### config.mk
export PLATFORM = sky130hd
export DESIGN_NAME = key_event_queue
export DESIGN_NICKNAME = d
export VERILOG_FILES = /design/src/rtl/key_event_pkg.sv /design/src/rtl/key_event_fifo.sv /design/src/rtl/key_event_queue.sv
export SDC_FILE = /design/constraint.sdc
export NUM_CORES = 1
export LEC_CHECK = 0
export CORE_ASPECT_RATIO = 1.4
export CORE_MARGIN = 3
export CORE_UTILIZATION = 57
export DETAILED_ROUTE_END_ITERATION = 8
export PLACE_DENSITY_LB_ADDON = 0.2
export SYNTH_ARGS = -nofsm -noshare
export SYNTH_HDL_FRONTEND = slang
export SYNTH_SLANG_ARGS = --single-unit
export TNS_END_PERCENT = 30
### constraint.sdc
create_clock -name clk -period 5.2 [get_ports clk]
set_input_delay 0.78 -clock clk [delete_from_list [all_inputs] [get_ports clk]]
set_output_delay 0.78 -clock clk [all_outputs]
set_load 0.1 [all_outputs]
### src/rtl/key_event_pkg.sv
// Shared types for the key event queue: event kinds, debounce FSM states and a sizing helper.
package key_event_pkg;

    typedef enum logic [1:0] {
        EVT_PRESS   = 2'd0,
        EVT_REPEAT  = 2'd1,
        EVT_RELEASE = 2'd2
    } evt_type_t;

    typedef enum logic [1:0] {
        ST_IDLE     = 2'd0,
        ST_DB_PRESS = 2'd1,
        ST_HELD     = 2'd2,
        ST_DB_REL   = 2'd3
    } state_t;

    function automatic int unsigned max_u(input int unsigned a, input int unsigned b);
        return (a > b) ? a : b;
    endfunction

endpackage

### src/rtl/key_event_fifo.sv
// Registered first-word-fall-through FIFO with occupancy, empty flag and a strobe for
// pushes refused because the queue is full and nothing leaves in the same cycle.
module key_event_fifo #(
    parameter int unsigned DEPTH  = 4,
    parameter int unsigned DATA_W = 6
) (
    input  logic                     clk,
    input  logic                     rst,
    input  logic                     push_i,
    input  logic [DATA_W-1:0]        push_data_i,
    input  logic                     pop_i,
    output logic [DATA_W-1:0]        head_data_o,
    output logic [$clog2(DEPTH):0]   level_o,
    output logic                     empty_o,
    output logic                     drop_o
);

    localparam int unsigned AW       = $clog2(DEPTH);
    localparam logic [AW:0] LVL_FULL = (AW + 1)'(DEPTH);

    logic [DATA_W-1:0] mem_q [DEPTH];
    logic [AW-1:0]     wr_ptr_q;
    logic [AW-1:0]     wr_ptr_d;
    logic [AW-1:0]     rd_ptr_q;
    logic [AW-1:0]     rd_ptr_d;
    logic [AW:0]       level_q;
    logic [AW:0]       level_d;
    logic              full_s;
    logic              pop_do_s;
    logic              push_do_s;

    assign empty_o     = (level_q == {(AW + 1){1'b0}});
    assign full_s      = (level_q == LVL_FULL);
    assign level_o     = level_q;
    assign head_data_o = mem_q[rd_ptr_q];

    // Pop needs an entry present; a full queue still accepts a push when the head leaves.
    always_comb begin
        pop_do_s  = pop_i & ~empty_o;
        push_do_s = push_i & (~full_s | pop_do_s);
        drop_o    = push_i & full_s & ~pop_do_s;
        if (push_do_s) begin
            wr_ptr_d = wr_ptr_q + AW'(1);
        end else begin
            wr_ptr_d = wr_ptr_q;
        end
        if (pop_do_s) begin
            rd_ptr_d = rd_ptr_q + AW'(1);
        end else begin
            rd_ptr_d = rd_ptr_q;
        end
        case ({push_do_s, pop_do_s})
            2'b10:   level_d = level_q + (AW + 1)'(1);
            2'b01:   level_d = level_q - (AW + 1)'(1);
            default: level_d = level_q;
        endcase
    end

    // Pointer and occupancy registers.
    always_ff @(posedge clk or posedge rst) begin
        if (rst) begin
            wr_ptr_q <= {AW{1'b0}};
            rd_ptr_q <= {AW{1'b0}};
            level_q  <= {(AW + 1){1'b0}};
        end else begin
            wr_ptr_q <= wr_ptr_d;
            rd_ptr_q <= rd_ptr_d;
            level_q  <= level_d;
        end
    end

    // Storage array; contents are only observed through level-qualified reads.
    always_ff @(posedge clk) begin
        if (push_do_s) begin
            mem_q[wr_ptr_q] <= push_data_i;
        end
    end

endmodule

### src/rtl/key_event_queue.sv
// Debounces the scanner's key code into PRESS / REPEAT / RELEASE events and buffers them
// in a small FWFT queue so a slow consumer does not lose keystrokes.
module key_event_queue
    import key_event_pkg::*;
#(
    parameter int unsigned CODE_W          = 4,
    parameter int unsigned DEBOUNCE_CYCLES = 50000,
    parameter int unsigned REPEAT_DELAY    = 24000000,
    parameter int unsigned REPEAT_PERIOD   = 6000000,
    parameter int unsigned FIFO_DEPTH      = 4,
    parameter int unsigned REL_EVT_EN      = 1
) (
    input  logic                          clk,
    input  logic                          rst,
    input  logic                          key_valid,
    input  logic [CODE_W-1:0]             key_code,
    input  logic                          repeat_en,
    input  logic                          evt_ready,
    output logic                          evt_valid,
    output logic [1:0]                    evt_type,
    output logic [CODE_W-1:0]             evt_code,
    output logic [$clog2(FIFO_DEPTH):0]   fifo_level,
    output logic                          overflow,
    input  logic                          overflow_clr,
    output logic                          busy
);

    localparam int unsigned CNT_W   = $clog2(DEBOUNCE_CYCLES) + 1;
    localparam int unsigned RPT_MAX = max_u(REPEAT_DELAY, REPEAT_PERIOD);
    localparam int unsigned RPT_W   = $clog2(RPT_MAX) + 1;
    localparam int unsigned LVL_W   = $clog2(FIFO_DEPTH) + 1;

    localparam logic [CNT_W-1:0] DB_LAST         = CNT_W'(DEBOUNCE_CYCLES - 1);
    localparam logic [RPT_W-1:0] RPT_DELAY_LAST  = RPT_W'(REPEAT_DELAY - 1);
    localparam logic [RPT_W-1:0] RPT_PERIOD_LAST = RPT_W'(REPEAT_PERIOD - 1);
    localparam logic             REL_PUSH        = (REL_EVT_EN != 0);

    typedef struct packed {
        evt_type_t         etype;
        logic [CODE_W-1:0] code;
    } key_evt_t;

    state_t            state_q;
    state_t            state_d;
    logic [CNT_W-1:0]  cnt_q;
    logic [CNT_W-1:0]  cnt_d;
    logic [RPT_W-1:0]  rpt_q;
    logic [RPT_W-1:0]  rpt_d;
    logic [RPT_W-1:0]  rpt_target_s;
    logic              rpt_first_q;
    logic              rpt_first_d;
    logic [CODE_W-1:0] cand_q;
    logic [CODE_W-1:0] cand_d;
    logic [CODE_W-1:0] latched_q;
    logic [CODE_W-1:0] latched_d;
    logic              overflow_q;
    logic              overflow_d;

    logic              push_s;
    key_evt_t          push_evt_s;
    key_evt_t          head_evt_s;
    logic              fifo_empty_s;
    logic              fifo_drop_s;
    logic [LVL_W-1:0]  fifo_level_s;

    key_event_fifo #(
        .DEPTH  (FIFO_DEPTH),
        .DATA_W ($bits(key_evt_t))
    ) u_fifo (
        .clk         (clk),
        .rst         (rst),
        .push_i      (push_s),
        .push_data_i (push_evt_s),
        .pop_i       (evt_ready),
        .head_data_o (head_evt_s),
        .level_o     (fifo_level_s),
        .empty_o     (fifo_empty_s),
        .drop_o      (fifo_drop_s)
    );

    // State and counter registers.
    always_ff @(posedge clk or posedge rst) begin
        if (rst) begin
            state_q     <= ST_IDLE;
            cnt_q       <= {CNT_W{1'b0}};
            rpt_q       <= {RPT_W{1'b0}};
            rpt_first_q <= 1'b1;
            cand_q      <= {CODE_W{1'b0}};
            latched_q   <= {CODE_W{1'b0}};
            overflow_q  <= 1'b0;
        end else begin
            state_q     <= state_d;
            cnt_q       <= cnt_d;
            rpt_q       <= rpt_d;
            rpt_first_q <= rpt_first_d;
            cand_q      <= cand_d;
            latched_q   <= latched_d;
            overflow_q  <= overflow_d;
        end
    end

    // Next-state logic: debounce, lockout while held, repeat timing and event generation.
    always_comb begin
        state_d      = state_q;
        cnt_d        = cnt_q;
        rpt_d        = rpt_q;
        rpt_first_d  = rpt_first_q;
        cand_d       = cand_q;
        latched_d    = latched_q;
        push_s       = 1'b0;
        push_evt_s   = '{etype: EVT_PRESS, code: latched_q};
        rpt_target_s = rpt_first_q ? RPT_DELAY_LAST : RPT_PERIOD_LAST;

        case (state_q)
            ST_IDLE: begin
                if (key_valid) begin
                    state_d = ST_DB_PRESS;
                    cand_d  = key_code;
                    cnt_d   = {CNT_W{1'b0}};
                end else begin
                    state_d = ST_IDLE;
                end
            end
            ST_DB_PRESS: begin
                if (!key_valid) begin
                    state_d = ST_IDLE;
                end else if (key_code != cand_q) begin
                    cand_d = key_code;
                    cnt_d  = {CNT_W{1'b0}};
                end else if (cnt_q == DB_LAST) begin
                    state_d     = ST_HELD;
                    latched_d   = cand_q;
                    push_s      = 1'b1;
                    push_evt_s  = '{etype: EVT_PRESS, code: cand_q};
                    rpt_d       = {RPT_W{1'b0}};
                    rpt_first_d = 1'b1;
                end else begin
                    cnt_d = cnt_q + CNT_W'(1);
                end
            end
            ST_HELD: begin
                // The first repeat waits the long delay, later ones the short period.
                if (!key_valid) begin
                    state_d = ST_DB_REL;
                    cnt_d   = {CNT_W{1'b0}};
                end else if (!repeat_en) begin
                    rpt_d       = {RPT_W{1'b0}};
                    rpt_first_d = 1'b1;
                end else if (rpt_q == rpt_target_s) begin
                    push_s      = 1'b1;
                    push_evt_s  = '{etype: EVT_REPEAT, code: latched_q};
                    rpt_d       = {RPT_W{1'b0}};
                    rpt_first_d = 1'b0;
                end else begin
                    rpt_d = rpt_q + RPT_W'(1);
                end
            end
            ST_DB_REL: begin
                if (key_valid) begin
                    state_d     = ST_HELD;
                    rpt_d       = {RPT_W{1'b0}};
                    rpt_first_d = 1'b1;
                end else if (cnt_q == DB_LAST) begin
                    state_d    = ST_IDLE;
                    push_s     = REL_PUSH;
                    push_evt_s = '{etype: EVT_RELEASE, code: latched_q};
                end else begin
                    cnt_d = cnt_q + CNT_W'(1);
                end
            end
            default: begin
                state_d = ST_IDLE;
            end
        endcase

        if (fifo_drop_s) begin
            overflow_d = 1'b1;
        end else if (overflow_clr) begin
            overflow_d = 1'b0;
        end else begin
            overflow_d = overflow_q;
        end
    end

    // Outputs; head fields read as zero while the queue is empty.
    always_comb begin
        busy       = (state_q != ST_IDLE);
        evt_valid  = ~fifo_empty_s;
        fifo_level = fifo_level_s;
        overflow   = overflow_q;
        if (fifo_empty_s) begin
            evt_type = 2'd0;
            evt_code = {CODE_W{1'b0}};
        end else begin
            evt_type = head_evt_s.etype;
            evt_code = head_evt_s.code;
        end
    end

endmodule

==> out/metrics.yaml <==
tns_ps: 0
die_h_um: 113
hpwl_mm: 6.43
syn-cell-area_sq_um: 4650
place_worst_setup_slack_ps: 1570
top_layer: "met4"
synth_warnings: 0
rsz0062_at_grt: "false"
drt_pre_antenna_iters: 4
io_pins: 22
cts_root_buf: "clkbuf_8"
yosys.area_share.xor_xnor_pct: 4.14
critical_path.slowest_cell: "clkdlybuf4s50_1"
core_area_sq_um: 7850
grt_max_degree: 63
timing.fmax_mhz: 289
grt_pass1_wl_mm: 15.5
path_cells: "mux4_2 -> and2_1 -> clkdlybuf4s50_1"
vdd_drop_max_uv: 215
maxSlewHeadroom_pct: 35.2
ctsHtreeMaxLevel: 3
antenna_cells: 0
power_mw: 1.68
clkLatencyLatePin_ps: 360
cp.arrival_ps: 2680
startpoint: "u_fifo.rd_ptr_q[0]$_DFFE_PP0P_"
p_leak_nw: 2.02
syn_to_final_growth_pct: 10.1
min_period_over_period_pct: 66.6
gr-total-overflow: 0
drc: 0
dpl-instance-area_sq_um: 4930
syn_inst: 433
synth-edff-count: 24
die_w_um: 82.4
maxCapViolCount: 0
slew_violations: 0
wl_per_cell_um: 16.2
synth_ff_type: "dfrtp_1"
cp_top_family: "buffers and inverters"
cts-buffers-inserted: 9
finalClockSkew_ps: 9.37
synth_top_family_by_area: "simple AND/OR/NAND/NOR gates"
ys_async_sr_fraction_pct: 72.1
post_cts_resized: 0
cp_slowest_stage_delay_ps: 960
path_buf_inv: 1
clock-sinks: 86
hp-class: "reg -> reg"
antenna_found_initial: 0
reg2reg_from: "rpt_first_q$_DFFE_PP1P_"
vias: 3363
synth_nets: 454
nNetsFinal: 473
die_area_sq_um: 9300
drive_gt1_share_pct: 10.3
post_synth_num_cell_types: 60
fin_util_pct: 65.3
cp-end-kind: "primary output"
holdBufCountCts: 0
worst_slew_pin_slew_ps: 969
stdcell_count: 557
viasPerCell: 6.04
ys_ff_latch: 86
yosysTopAreaCellShare_pct: 32.8
start_kind: "register"
route.met2.wl_mm: 4.66
clock_path_buffers: 2
yosys.area_share.adder_pct: 3.12
outcome: "finished, final reports clean"
start_util_pct: 59.3
cts_setup_buffers: 0
synth_top_cell_by_area: "dfrtp_1"
required_ps: 4420
fin_area_sq_um: 5120
hold_path.startpoint: "rpt_q[25]$_DFFE_PP0P_"
finalHoldViolCount: 0
ant_nets: 0
pwr_density_cell_nw_per_um2: 328
postSynthAreaPerCell_sq_um: 10.7
row_count: 38
cts_tree: "built"
drt_wl_total_mm: 9.01
met3WireLength_um: 303
grtUsageTotal_pct: 21.4
fin_hold_ws_ps: 490
portBuffers: 21
ys_seq_area_share_pct: 48.8
worst_slack_ps: 1740
grt_pass1_vias: 3290
gp_congestion: 0.822
synth_mux_area_share_pct: 6.13
yosys-top-cells-area: "dfrtp_1, edfxtp_1, nor2_1, mux4_2, ha_1"
wl_met1_mm: 3.92
dpl.cell_count: 541
cp_max_fo: 8
setup_viol: 0
synth_compound_area_share_pct: 14.2
crit_type: "reg -> out"
synth-simple-area-share_pct: 20.7
fin_crit_ps: 3460
drt_iter0_markers: 215
cts.clk_slew.worst_paths_ps: 80
## cell usage in the layout, fill, tap and decap left out, types with 7 or more instances in the layout
cell type        count
a21oi_1             15
and2_1              16
and3_1               8
clkbuf_8             9
clkdlybuf4s50_1     21
dfrtp_1             61
edfxtp_1            24
ha_1                10
inv_1               14
mux2_2               8
nand2_1             31
nand3_1             21
nand4_1              7
nor2_1              36
o21ai_0             24
o21ai_1             16
o31ai_1             13
xnor2_1              8
xor2_1              14
## Yosys cell counts (2+ instances only)
| cell type | number |
|---|---|
| a21o_1 | 2 |
| a21oi_1 | 15 |
| a22o_1 | 5 |
| a31oi_1 | 6 |
| and2_1 | 16 |
| and3_1 | 8 |
| and4_1 | 2 |
| buf_2 | 3 |
| buf_6 | 2 |
| clkbuf_1 | 11 |
| dfrtp_1 | 61 |
| edfxtp_1 | 24 |
| ha_1 | 10 |
| inv_1 | 15 |
| mux2_2 | 8 |
| mux2i_1 | 6 |
| mux4_2 | 6 |
| nand2_1 | 31 |
| nand2b_1 | 6 |
| nand3_1 | 21 |
| nand4_1 | 7 |
| nor2_1 | 36 |
| nor2b_1 | 3 |
| nor3_1 | 3 |
| nor3b_1 | 3 |
| nor4_1 | 3 |
| nor4_4 | 2 |
| nor4b_1 | 3 |
| nor4b_4 | 2 |
| nor4bb_1 | 2 |
| o2111ai_1 | 2 |
| o211ai_1 | 3 |
| o21ai_0 | 24 |
| o21ai_1 | 16 |
| o31ai_1 | 13 |
| o31ai_2 | 3 |
| or2_1 | 2 |
| or3_1 | 6 |
| xnor2_1 | 8 |
| xor2_1 | 14 |
## cell families (layout without fill, tap and decap cells)
group,count (synthesis),in the layout
simple gates,162,162
compound gates,101,101
flops,86,86
buf+inv,31,55
xor+xnor,22,22
mux,20,20
fa+ha+maj,11,11
## where the power goes
group	total, mW	leakage [nW]	switching (mW)	internal (mW)
sequential	0.767	1.00	0.0406	0.726
clock	0.454	0.0939	0.233	0.221
combinational	0.458	0.918	0.310	0.148
total	1.68	2.02	0.584	1.09
## sequential cells by signal, indices dropped and copies added, names as in the netlist, named ones only
name / cells
u_fifo.mem_q: 24
u_fifo.level_o: 3
latched_q: 4
rpt_first_q: 1
rpt_q: 26
state_q: 1
u_fifo.rd_ptr_q: 2
u_fifo.wr_ptr_q: 2
cnt_q: 17
overflow: 1
cand_q: 4
## routing by layer
| layer | track usage [%] | vias up |
|---|---|---|
| met2 | 35.7 | 57 |
| met1 | 27.0 | 1663 |
| met4 | 6.98 | 0 |
| met5 | 0 | - |
| li1 | - | 1631 |
| met3 | 5.18 | 12 |
## final timing paths
check | slack (ps) | end | depth (start not counted)
min in group asynchronous | 960 | rpt_q[0]$_DFFE_PP0P_ | 3
hold / removal | 490 | rpt_q[25]$_DFFE_PP0P_ | 1
max in group asynchronous | 3710 | latched_q[2]$_DFFE_PP0P_ | 3
setup reg to reg | 1790 | rpt_q[21]$_DFFE_PP0P_ | 7
setup / recovery | 1740 | evt_code[2] | 3
hold reg to reg | 490 | rpt_q[25]$_DFFE_PP0P_ | 1
## layout make-up
type	count	area [sq um]
multi-input cells	316	2250
repair buffers	24	233
clock inverters	6	63.8
fillers	608	2720
flip-flops and latches	86	2270
clock buffers	10	128
inverters	15	56.3
well taps	100	125
Note: power is estimated with default switching activity, not from simulation.
==> RTL edit (same settings) <==
`REL_EVT_EN`: 1 -> 0.
--- a/src/rtl/key_event_queue.sv
+++ b/src/rtl/key_event_queue.sv
@@ -8,7 +8,7 @@
     parameter int unsigned REPEAT_DELAY    = 24000000,
     parameter int unsigned REPEAT_PERIOD   = 6000000,
     parameter int unsigned FIFO_DEPTH      = 4,
-    parameter int unsigned REL_EVT_EN      = 1
+    parameter int unsigned REL_EVT_EN      = 0
 ) (
     input  logic                          clk,
     input  logic                          rst,
Function: no difference found for any inputs over 10 cycles, from zero or initial values and one cycle with rst high; that may be too few to reach the edited logic, so the function may still have changed.
==> RTL edit against the unedited design <==
- global-route usage grew 1.9 points
- critical endpoint unchanged
- worst hold slack gained 0.029 ns
- final area grew 0.51%
- worst setup slack lost 0.037 ns
- area after synthesis shrank 0.62%
- sequential cell count is the same
- critical path type unchanged
- routed wire length grew 10%
Power is not compared: it rests on default switching activity, and its combinational part moved more than twofold at a synthesized area within 25%.
==> RTL edit: results <==
export IMPL_arrival_ns=2.72
export IMPL_wl_met2_mm=5.283
export IMPL_first_iter_violations=246
export IMPL_drive_gt1_frac=0.09091
export IMPL_vias=3508
export IMPL_dpl_hpwl_mm=7.190
export IMPL_pwr_share_seq=0.360
export IMPL_wirelength_mm=9.926
export IMPL_syn_nets=471
export IMPL_use_met1=0.2852
export IMPL_ys_warn_count=0
export IMPL_place_gp_congestion=0.9401
export IMPL_cts_setup_buffers=0
export IMPL_worstPathMaxFanout=8
export IMPL_hold_slack_ns=0.5189
export IMPL_crit_slowest_cell="clkdlybuf4s50_1"
export IMPL_r2r_slack_ns=1.74
export IMPL_power_density_nw_per_um2=455.5
export IMPL_ir_drop_v=0.0003364
export IMPL_layout_nets=489
export IMPL_dp_worst_setup_slack_ns=1.462
export IMPL_skew_ns=0.01125
export IMPL_drt_met1_wl_mm=4.012
export IMPL_grtUsageTotal=0.2337
export IMPL_clock_latency_ns=0.37
export IMPL_synthTopCellsByArea="dfrtp_1 33%, edfxtp_1 16%, o21ai_0 3.0%, nor2_1 3.0%, nand2_1 2.9%"
export IMPL_fmax_mhz=285.9
export IMPL_async_reset_ff_frac=0.7209
export IMPL_maxSlewHeadroom=0.1775
export IMPL_io_buffers=21
export IMPL_gr_usage_met2=0.3956
export IMPL_grt_use_met3=0.03772
export IMPL_status="finished clean"
export IMPL_clk_pin_slew_worst_paths_ns=0.08
export IMPL_synth_top_cells_by_count="61 x dfrtp_1, 37 x nor2_1, 36 x nand2_1, 28 x o21ai_0"
export IMPL_ys_seq_area_frac=0.4915
export IMPL_yosysUniqueCellTypes=54
export IMPL_grt_max_degree=63
export IMPL_grt_pass1_wl_mm=16.68
export IMPL_largest_register="rpt_q"
export IMPL_met3_length_um=427
[RTL edit: changes by cell type after synthesis, moves of 7 or more]
cell	unedited run	this run
and2_1	16	9
inv_1	15	24
nand4_1	7	16
nor3_1	3	16
o21ai_1	16	5
o31ai_1	13	5
[RTL edit: cell type report]
type | instances | area, um2
Fill cell | 637 | 2694
Tap cell | 100 | 125.1
Clock inverter | 6 | 110.1
Clock buffer | 10 | 127.6
Timing Repair Buffer | 23 | 225.2
Multi-Input combinational cell | 324 | 2200
Inverter | 24 | 90.09
Sequential cell | 86 | 2273
[RTL edit: logic make-up (layout without fill, tap and decap cells)]
kind of cell | count (synthesis) | count (layout) | synth area share
adders and majority gates | 11 | 11 | 0.03138
muxes | 23 | 23 | 0.06844
xor gates and xnor gates | 25 | 25 | 0.04734
buffers and inverters | 40 | 63 | 0.03435
AOI/OAI and AO/OA | 80 | 80 | 0.1125
DFF | 86 | 86 | 0.4915
and+or+nand+nor | 185 | 185 | 0.2145
[RTL edit: stage by stage]
| stage | instances | instance area, um2 |
|---|---|---|
| 2_1_floorplan | 450 | 4626 |
| 3_3_place_gp | 557 | 4913 |
| 3_5_place_dp | 557 | 4913 |
| 4_1_cts | 573 | 5151 |
| 5_1_grt | 573 | 5151 |
| 6_report | 573 | 5151 |
[RTL edit: path summary, 6_finish.rpt]
path	from	to	cells past startpoint
hold reg to reg	latched_q[3]	latched_q[3]	1
max in group asynchronous	rst	cand_q[1]	3
min in group asynchronous	rst	cnt_q[11]	3
hold / removal	latched_q[3]	latched_q[3]	1
setup / recovery	u_fifo.rd_ptr_q[0]	evt_code[2]	3
setup reg to reg	cnt_q[4]	rpt_q[18]	6
